## src/rtl/sram_arb_pkg.sv

```systemverilog
// Shared types and limits for the two-master sram-like bus arbiter.
// Owner tags identify which master issued each in-flight transaction.
package sram_arb_pkg;

  typedef enum logic {
    OWN_INST = 1'b0,
    OWN_DATA = 1'b1
  } owner_e;

  localparam int unsigned MAX_OUTSTANDING_LIMIT = 4;
  localparam int unsigned COUNT_W = $clog2(MAX_OUTSTANDING_LIMIT + 1);

  function automatic owner_e other_owner(input owner_e o);
    return (o == OWN_INST) ? OWN_DATA : OWN_INST;
  endfunction

endpackage

```

## src/rtl/arb_owner_fifo.sv

```systemverilog
// Circular FIFO of owner tags, one entry per accepted-but-unanswered transaction.
// Pushes while full and pops while empty are dropped so count stays in range.
module arb_owner_fifo
  import sram_arb_pkg::*;
#(
  parameter int unsigned DEPTH = 2
) (
  input  logic               clk,
  input  logic               rst,
  input  logic               push,
  input  logic               pop,
  input  owner_e             din,
  output owner_e             head,
  output logic [COUNT_W-1:0] count,
  output logic               full,
  output logic               empty
);

  localparam int unsigned PTR_W = (DEPTH > 1) ? $clog2(DEPTH) : 1;
  localparam logic [PTR_W-1:0] LAST_PTR = PTR_W'(DEPTH - 1);
  localparam logic [COUNT_W-1:0] DEPTH_C = COUNT_W'(DEPTH);

  owner_e           mem [DEPTH];
  logic [PTR_W-1:0] wr_ptr;
  logic [PTR_W-1:0] rd_ptr;
  logic             do_push;
  logic             do_pop;

  function automatic logic [PTR_W-1:0] next_ptr(input logic [PTR_W-1:0] p);
    return (p == LAST_PTR) ? '0 : p + PTR_W'(1);
  endfunction

  assign full    = (count == DEPTH_C);
  assign empty   = (count == '0);
  assign do_push = push && !full;
  assign do_pop  = pop && !empty;
  assign head    = mem[rd_ptr];

  always_ff @(posedge clk) begin
    if (do_push) begin
      mem[wr_ptr] <= din;
    end
  end

  // With count==1 the write slot is always distinct from the head slot,
  // so a simultaneous push and pop never overwrites the entry being read.
  always_ff @(posedge clk) begin
    if (rst) begin
      wr_ptr <= '0;
      rd_ptr <= '0;
      count  <= '0;
    end else begin
      if (do_push) begin
        wr_ptr <= next_ptr(wr_ptr);
      end
      if (do_pop) begin
        rd_ptr <= next_ptr(rd_ptr);
      end
      case ({do_push, do_pop})
        2'b10:   count <= count + COUNT_W'(1);
        2'b01:   count <= count - COUNT_W'(1);
        default: count <= count;
      endcase
    end
  end

endmodule

```

## src/rtl/sram_bus_arbiter.sv

```systemverilog
// Merges the inst and data sram-like masters onto one sram-like slave port,
// tracking in-flight owners in issue order to route data_ok/rdata back.
//
// state      | meaning
// ARB_OPEN   | no grant held; winner picked from live requests each cycle
// ARB_LOCKED | request shown without addr_ok; grant frozen on locked_owner
module sram_bus_arbiter
  import sram_arb_pkg::*;
#(
  parameter int unsigned MAX_OUTSTANDING = 2,
  parameter int unsigned DATA_PRIORITY   = 1
) (
  input  logic        clk,
  input  logic        rst,

  input  logic        inst_req,
  input  logic        inst_wr,
  input  logic [1:0]  inst_size,
  input  logic [31:0] inst_addr,
  input  logic [31:0] inst_wdata,
  output logic [31:0] inst_rdata,
  output logic        inst_addr_ok,
  output logic        inst_data_ok,

  input  logic        data_req,
  input  logic        data_wr,
  input  logic [1:0]  data_size,
  input  logic [31:0] data_addr,
  input  logic [31:0] data_wdata,
  output logic [31:0] data_rdata,
  output logic        data_addr_ok,
  output logic        data_data_ok,

  output logic        bus_req,
  output logic        bus_wr,
  output logic [1:0]  bus_size,
  output logic [31:0] bus_addr,
  output logic [31:0] bus_wdata,
  input  logic [31:0] bus_rdata,
  input  logic        bus_addr_ok,
  input  logic        bus_data_ok
);

  typedef enum logic {
    ARB_OPEN   = 1'b0,
    ARB_LOCKED = 1'b1
  } arb_state_e;

  localparam logic [COUNT_W-1:0] MAX_C = COUNT_W'(MAX_OUTSTANDING);

  arb_state_e         state;
  owner_e             locked_owner;
  owner_e             rr_ptr;
  owner_e             winner;
  owner_e             head;
  logic               winner_req;
  logic               accept;
  logic               pop;
  logic               full;
  logic               empty;
  logic [COUNT_W-1:0] count;
  logic               post_rst;

  always_comb begin
    winner = OWN_INST;
    if (state == ARB_LOCKED) begin
      winner = locked_owner;
    end else if (inst_req && data_req) begin
      winner = (DATA_PRIORITY != 0) ? OWN_DATA : rr_ptr;
    end else if (data_req) begin
      winner = OWN_DATA;
    end
  end

  assign winner_req = (winner == OWN_DATA) ? data_req : inst_req;

  // full comes straight from the registered count, so a same-cycle pop
  // cannot reopen the grant and bus_data_ok never reaches bus_req.
  assign bus_req   = !rst && !full && winner_req;
  assign bus_wr    = (winner == OWN_DATA) ? data_wr    : inst_wr;
  assign bus_size  = (winner == OWN_DATA) ? data_size  : inst_size;
  assign bus_addr  = (winner == OWN_DATA) ? data_addr  : inst_addr;
  assign bus_wdata = (winner == OWN_DATA) ? data_wdata : inst_wdata;

  assign accept       = bus_req && bus_addr_ok;
  assign inst_addr_ok = accept && (winner == OWN_INST);
  assign data_addr_ok = accept && (winner == OWN_DATA);

  assign pop          = !rst && bus_data_ok && !empty;
  assign inst_data_ok = pop && (head == OWN_INST);
  assign data_data_ok = pop && (head == OWN_DATA);
  assign inst_rdata   = bus_rdata;
  assign data_rdata   = bus_rdata;

  arb_owner_fifo #(
    .DEPTH (MAX_OUTSTANDING)
  ) u_owner_fifo (
    .clk   (clk),
    .rst   (rst),
    .push  (accept),
    .pop   (pop),
    .din   (winner),
    .head  (head),
    .count (count),
    .full  (full),
    .empty (empty)
  );

  always_ff @(posedge clk) begin
    if (rst) begin
      state        <= ARB_OPEN;
      locked_owner <= OWN_INST;
      rr_ptr       <= OWN_INST;
      post_rst     <= 1'b1;
    end else begin
      case (state)
        ARB_OPEN: begin
          if (bus_req && !bus_addr_ok) begin
            state        <= ARB_LOCKED;
            locked_owner <= winner;
          end
        end
        ARB_LOCKED: begin
          if (!bus_req || bus_addr_ok) begin
            state <= ARB_OPEN;
          end
        end
        default: state <= ARB_OPEN;
      endcase
      if (accept) begin
        rr_ptr   <= other_owner(winner);
        post_rst <= 1'b0;
      end
    end
  end

  // Until the first post-reset grant, leftover responses from before the
  // reset are expected and silently dropped; afterwards they are a slave bug.
  always_ff @(posedge clk) begin
    if (!rst) begin
      assert (!(bus_data_ok && empty && !post_rst))
        else $error("sram_bus_arbiter: bus_data_ok with no transaction outstanding");
      assert (count <= MAX_C)
        else $error("sram_bus_arbiter: outstanding count above limit");
    end
  end

endmodule

```

## config.mk

```make
export PLATFORM = sky130hd
export DESIGN_NAME = sram_bus_arbiter
export DESIGN_NICKNAME = d
export VERILOG_FILES = /design/src/rtl/sram_arb_pkg.sv /design/src/rtl/arb_owner_fifo.sv /design/src/rtl/sram_bus_arbiter.sv
export SDC_FILE = /design/constraint.sdc
export NUM_CORES = 1
export LEC_CHECK = 0
export CAP_MARGIN = 20
export CORE_AREA = 2 2 119 121
export CTS_CLUSTER_DIAMETER = 40
export DETAILED_ROUTE_END_ITERATION = 10
export DIE_AREA = 0 0 121 123
export PLACE_DENSITY = 0.52
export SYNTH_ARGS = -nofsm -noshare
export SYNTH_HDL_FRONTEND = slang
export SYNTH_HIERARCHICAL = 1
export SYNTH_SLANG_ARGS = --single-unit
export TNS_END_PERCENT = 50
```

## constraint.sdc

```tcl
create_clock -name clk -period 2.92 [get_ports clk]
set_input_delay 0.438 -clock clk [delete_from_list [all_inputs] [get_ports clk]]
set_output_delay 0.438 -clock clk [all_outputs]
set_load 0.005 [all_outputs]
```

==> results.txt <==
* Outcome: finished clean
* Total CTS buffers: 3
- Kind of start point of the critical path: primary input
- Internal cell power: 0.742 mW
- Number of antenna violations at the first check in global routing: 1
- Kind of critical path: in2out
- The detailed router used layers up to and including met4.
- The number of global-route vias before repair came to 2090.
* Met3 Routed Length: 1040 um
- Count of max-cap constraint violations: 0
* Final routed DRC violation total: 0
* Net Count, Synth: 373
* Count of pins on the block boundary: 308
- Layout area overhead: 107%
- Die height: 123 um
* Routed length on met1: 3110 um
- Final setup vio count: 0
- Fraction of power consumed by the clock network: 25.3%
- The post-route netlist has 21.8% of its cells at a drive strength greater than 1.
* Clock insertion delay at the later pin of the skew report: 0.24 ns
- Before CTS, the worst setup slack after placement is 0.0381 ns.
* Logic depth of the worst register-to-register path: 11
* Crit path cell chain: clkdlybuf4s50_1, mux2i_4, buf_12, mux2_2, clkdlybuf4s50_1
* Area of the core: 13600 um2
* Filler Cell Count: 1455
- Entering global routing, the biggest net connects 40 pins.
- The final route contains 1936 vias.
* Final sum of negative setup slack: 0 ns
- Crit path required time: 2.48 ns
* Worst r2r src: u_owner_fifo/count[1]$_SDFFE_PP0P_
- Detail Route met2 WL: 4380 um
- Routed via count divided by cell count: 3.66
- Layout Utilization: 28.0%
- Gr usage total: 10.8%
* Clk sink count: 10
- Final Non-Filler Cells: 529
* CTS tree: yes
* WL per Instance: 16.2 um
* CTS clock-pin slew for the worst setup and hold paths: 0.04 ns
* Count of buffers added by post-CTS timing repair for setup: 0
- Post-cts repair resize count: 0
* Number of warnings printed during yosys synthesis: 6
* Std-Cell Rows: 43
- Global routing finished with a remaining overflow of 0.
- Length of the first detailed-routing pass in iterations: 4
- The synthesized netlist occupies a cell area of 1840 um2.
- Relative slew slack: 70.4%
- Across the routed clock network, the largest skew measured is 0.000540 ns.
* Min-Delay Path Depth: 2
- Clock Path Buffers: 2
- The die covers 14900 um2.
- In this run the remaining antenna-violating nets after routing total 0.
- Sw frac: 23.6%
* Width of the die: 121 um
* Clock root buffer master: sky130_fd_sc_hd__clkbuf_16
* Sequential cell area fraction in the yosys report: 12.0%
* Worst setup slack after layout: 0.211 ns
* Critical path fanouts, max: 39
* Actual transition at the worst max-transition pin: 0.432 ns
- Total power density per cell area: 255 nW/um2
- The initial utilization of the core area, before any placement, comes to 13.5%.
* Launching element of the worst setup path: data_req
* Starting DRT DRC Count: 51
- RePlAce Congestion: 0.719
- Endpoint class of the critical path: primary output
- Summed over all layers, the routed wires come to 8560 um.
- The path class of the tightest hold or removal check is reg2reg.
- CP peak stage delay: 0.47 ns
- By instance count, the cell type seen most on the critical path is sky130_fd_sc_hd__clkdlybuf4s50_1.
- Sequential share of power: 16.0%
- Wire length of the first global-routing pass: 12400 um
- In this run, distinct cell masters in the synthesized netlist total 34.
- Static leakage power: 1.39 nW
- Hold Fails Final Rpt: 0
- Based on the critical path, the design can be clocked at up to 0.369 GHz.
* Final nets: 523
- Combinational group share of total power: 58.7%
- For this design the total switching power over the nets is 0.229 mW.
* Port Buffers: 211
- Setup repair after global routing left no endpoint under its margin.
- Detailed placement finished with a half-perimeter wire length of 7420 um.
- Minimum period implied by the final worst setup slack: 2.71 ns
- Synthesis produced a netlist whose cell count is 199.
- STA puts the critical path data arrival time at 2.27 ns.
- For this design, the slowest cell found on the critical path is sky130_fd_sc_hd__clkdlybuf4s50_1.
* Placed cells: 524
* Seq cells post-synth: 10
* Quantity of hold-fixing buffers added after cts: 0
- VDD sags by at most 0.135 mV.
- Hold Path Origin: u_owner_fifo/wr_ptr$_SDFFE_PP0P_
- Post-synthesis area per instance: 9.25 um2
- In this run the number of H-tree levels came out at 1.
- Final cycle utilization of the critical path: 92.8%
- The count of pins over their slew limit was 0.
## per-layer routing
metal / up-vias / track usage [%]
li1: 924 / -
met1: 868 / 11.7
met2: 141 / 19.3
met3: 3 / 5.63
met4: 0 / 1.53
met5: - / 0
## Yosys cell counts
| cell type | count | area (um2) |
|---|---|---|
| sky130_fd_sc_hd__buf_2 | 5 | 25.0 |
| sky130_fd_sc_hd__or3_1 | 3 | 18.8 |
| sky130_fd_sc_hd__or3b_4 | 1 | 11.3 |
| sky130_fd_sc_hd__dfxtp_1 | 8 | 160 |
| sky130_fd_sc_hd__mux2i_1 | 1 | 10.0 |
| sky130_fd_sc_hd__a2111oi_0 | 1 | 8.76 |
| sky130_fd_sc_hd__a21oi_1 | 2 | 10.0 |
| sky130_fd_sc_hd__mux2_1 | 8 | 90.1 |
| sky130_fd_sc_hd__or3_4 | 1 | 11.3 |
| sky130_fd_sc_hd__mux2_2 | 60 | 676 |
| sky130_fd_sc_hd__fa_1 | 1 | 20.0 |
| sky130_fd_sc_hd__nor3_1 | 2 | 10.0 |
| sky130_fd_sc_hd__nor2_1 | 6 | 22.5 |
| sky130_fd_sc_hd__ha_1 | 1 | 12.5 |
| sky130_fd_sc_hd__a21bo_2 | 1 | 10.0 |
| sky130_fd_sc_hd__nor4b_1 | 1 | 8.76 |
| sky130_fd_sc_hd__buf_4 | 66 | 495 |
| sky130_fd_sc_hd__xor2_1 | 3 | 26.3 |
| sky130_fd_sc_hd__and4_1 | 1 | 8.76 |
| sky130_fd_sc_hd__a211oi_1 | 2 | 15.0 |
| sky130_fd_sc_hd__nor2b_1 | 2 | 12.5 |
| sky130_fd_sc_hd__o32ai_1 | 1 | 8.76 |
| sky130_fd_sc_hd__inv_1 | 8 | 30.0 |
| sky130_fd_sc_hd__and2_1 | 1 | 6.26 |
| sky130_fd_sc_hd__or3b_2 | 1 | 8.76 |
| sky130_fd_sc_hd__nand2_1 | 1 | 3.75 |
| sky130_fd_sc_hd__a21oi_2 | 1 | 8.76 |
| sky130_fd_sc_hd__nor3b_1 | 2 | 15.0 |
| sky130_fd_sc_hd__and3_2 | 1 | 7.51 |
| sky130_fd_sc_hd__clkinv_2 | 1 | 5.00 |
| sky130_fd_sc_hd__o31ai_1 | 1 | 7.51 |
| sky130_fd_sc_hd__o21ai_0 | 2 | 10.0 |
| sky130_fd_sc_hd__nand2b_1 | 1 | 6.26 |
| sky130_fd_sc_hd__edfxtp_1 | 2 | 60.1 |
## power by group through the flow
| stage | clock network [mW] | logic (mW) | registers [mW] |
|---|---|---|---|
| 4_1_cts | 0.254 | 0.580 | 0.155 |
| 6_report | 0.246 | 0.570 | 0.155 |
| 3_5_place_dp | 0 | 0.572 | 0.158 |
| 2_1_floorplan | 0 | 0.244 | 0.155 |
| 5_1_grt | 0.258 | 0.611 | 0.156 |
| 3_3_place_gp | 0 | 0.572 | 0.158 |
## layout make-up
| cell class | count | area [um2] | share of cell area [%] |
|---|---|---|---|
| Antenna cell | 1 | 2.50 | 0.0656 |
| Clock buffer | 3 | 75.1 | 1.97 |
| Clock inverter | 1 | 3.75 | 0.0984 |
| Inverter | 9 | 35.0 | 0.919 |
| Multi-Input combinational cell | 109 | 1080 | 28.2 |
| Sequential cell | 10 | 220 | 5.77 |
| Tap cell | 180 | 225 | 5.91 |
| Timing Repair Buffer | 216 | 2170 | 57.0 |
## cell families after synthesis
| group | synth area share (%) |
|---|---|
| multiplexers | 42.1 |
| XOR/XNOR | 1.43 |
| flip-flops | 12.0 |
| buffers and inverters | 30.2 |
| adder cells (fa/ha/maj) | 1.77 |
| AO/OA/AOI/OAI | 4.28 |
| AND/OR/NAND/NOR | 8.23 |
## cell usage in the layout (no fill, tap or decap), drive strengths merged
master	n
ha	1
o31ai	1
clkinv	2
nor4b	1
xor2	3
mux2i	1
mux2	68
or3b	2
a2111oi	1
nand2b	1
a21oi	3
o32ai	1
or3	4
inv	8
and4	1
dfxtp	8
a21bo	1
o21ai	2
a211oi	2
and2	1
fa	1
nor3b	2
clkbuf	3
nor3	2
edfxtp	2
nor2	6
buf	5
diode	1
clkdlybuf4s50	211
nor2b	2
nand2	1
and3	1
## registers in the layout, indices dropped and copies added, names as in the netlist, named ones only
name / flops
u_owner_fifo/wr_ptr: 1
u_owner_fifo/mem: 2
state: 1
u_owner_fifo/count: 3
locked_owner: 1
u_owner_fifo/rd_ptr: 1
## worst max-delay path, delay by kind of cell
kind / cells / cell delay (ns)
muxes: 2 / 0.61
buffers and inverters: 3 / 1.18
## through the flow
step | total power, mW | instance area, um2 | hold WS [ns]
2_1_floorplan | 0.399 | 1840 | 0.472
3_3_place_gp | 0.729 | 3730 | 0.498
3_5_place_dp | 0.730 | 3730 | 0.502
4_1_cts | 0.989 | 3810 | 0.512
5_1_grt | 1.02 | 3810 | 0.567
6_report | 0.971 | 3810 | 0.511
## path summary, 6_finish.rpt
path                                                      endpoint  slack, ns
worst min register to register    u_owner_fifo/wr_ptr$_SDFFE_PP0P_       0.51
worst max register to register  u_owner_fifo/count[2]$_SDFFE_PP0P_       0.29
worst max-delay path                                  bus_addr[11]       0.21
worst min-delay path              u_owner_fifo/wr_ptr$_SDFFE_PP0P_       0.51
No activity file was read; power rests on OpenSTA's default activity.
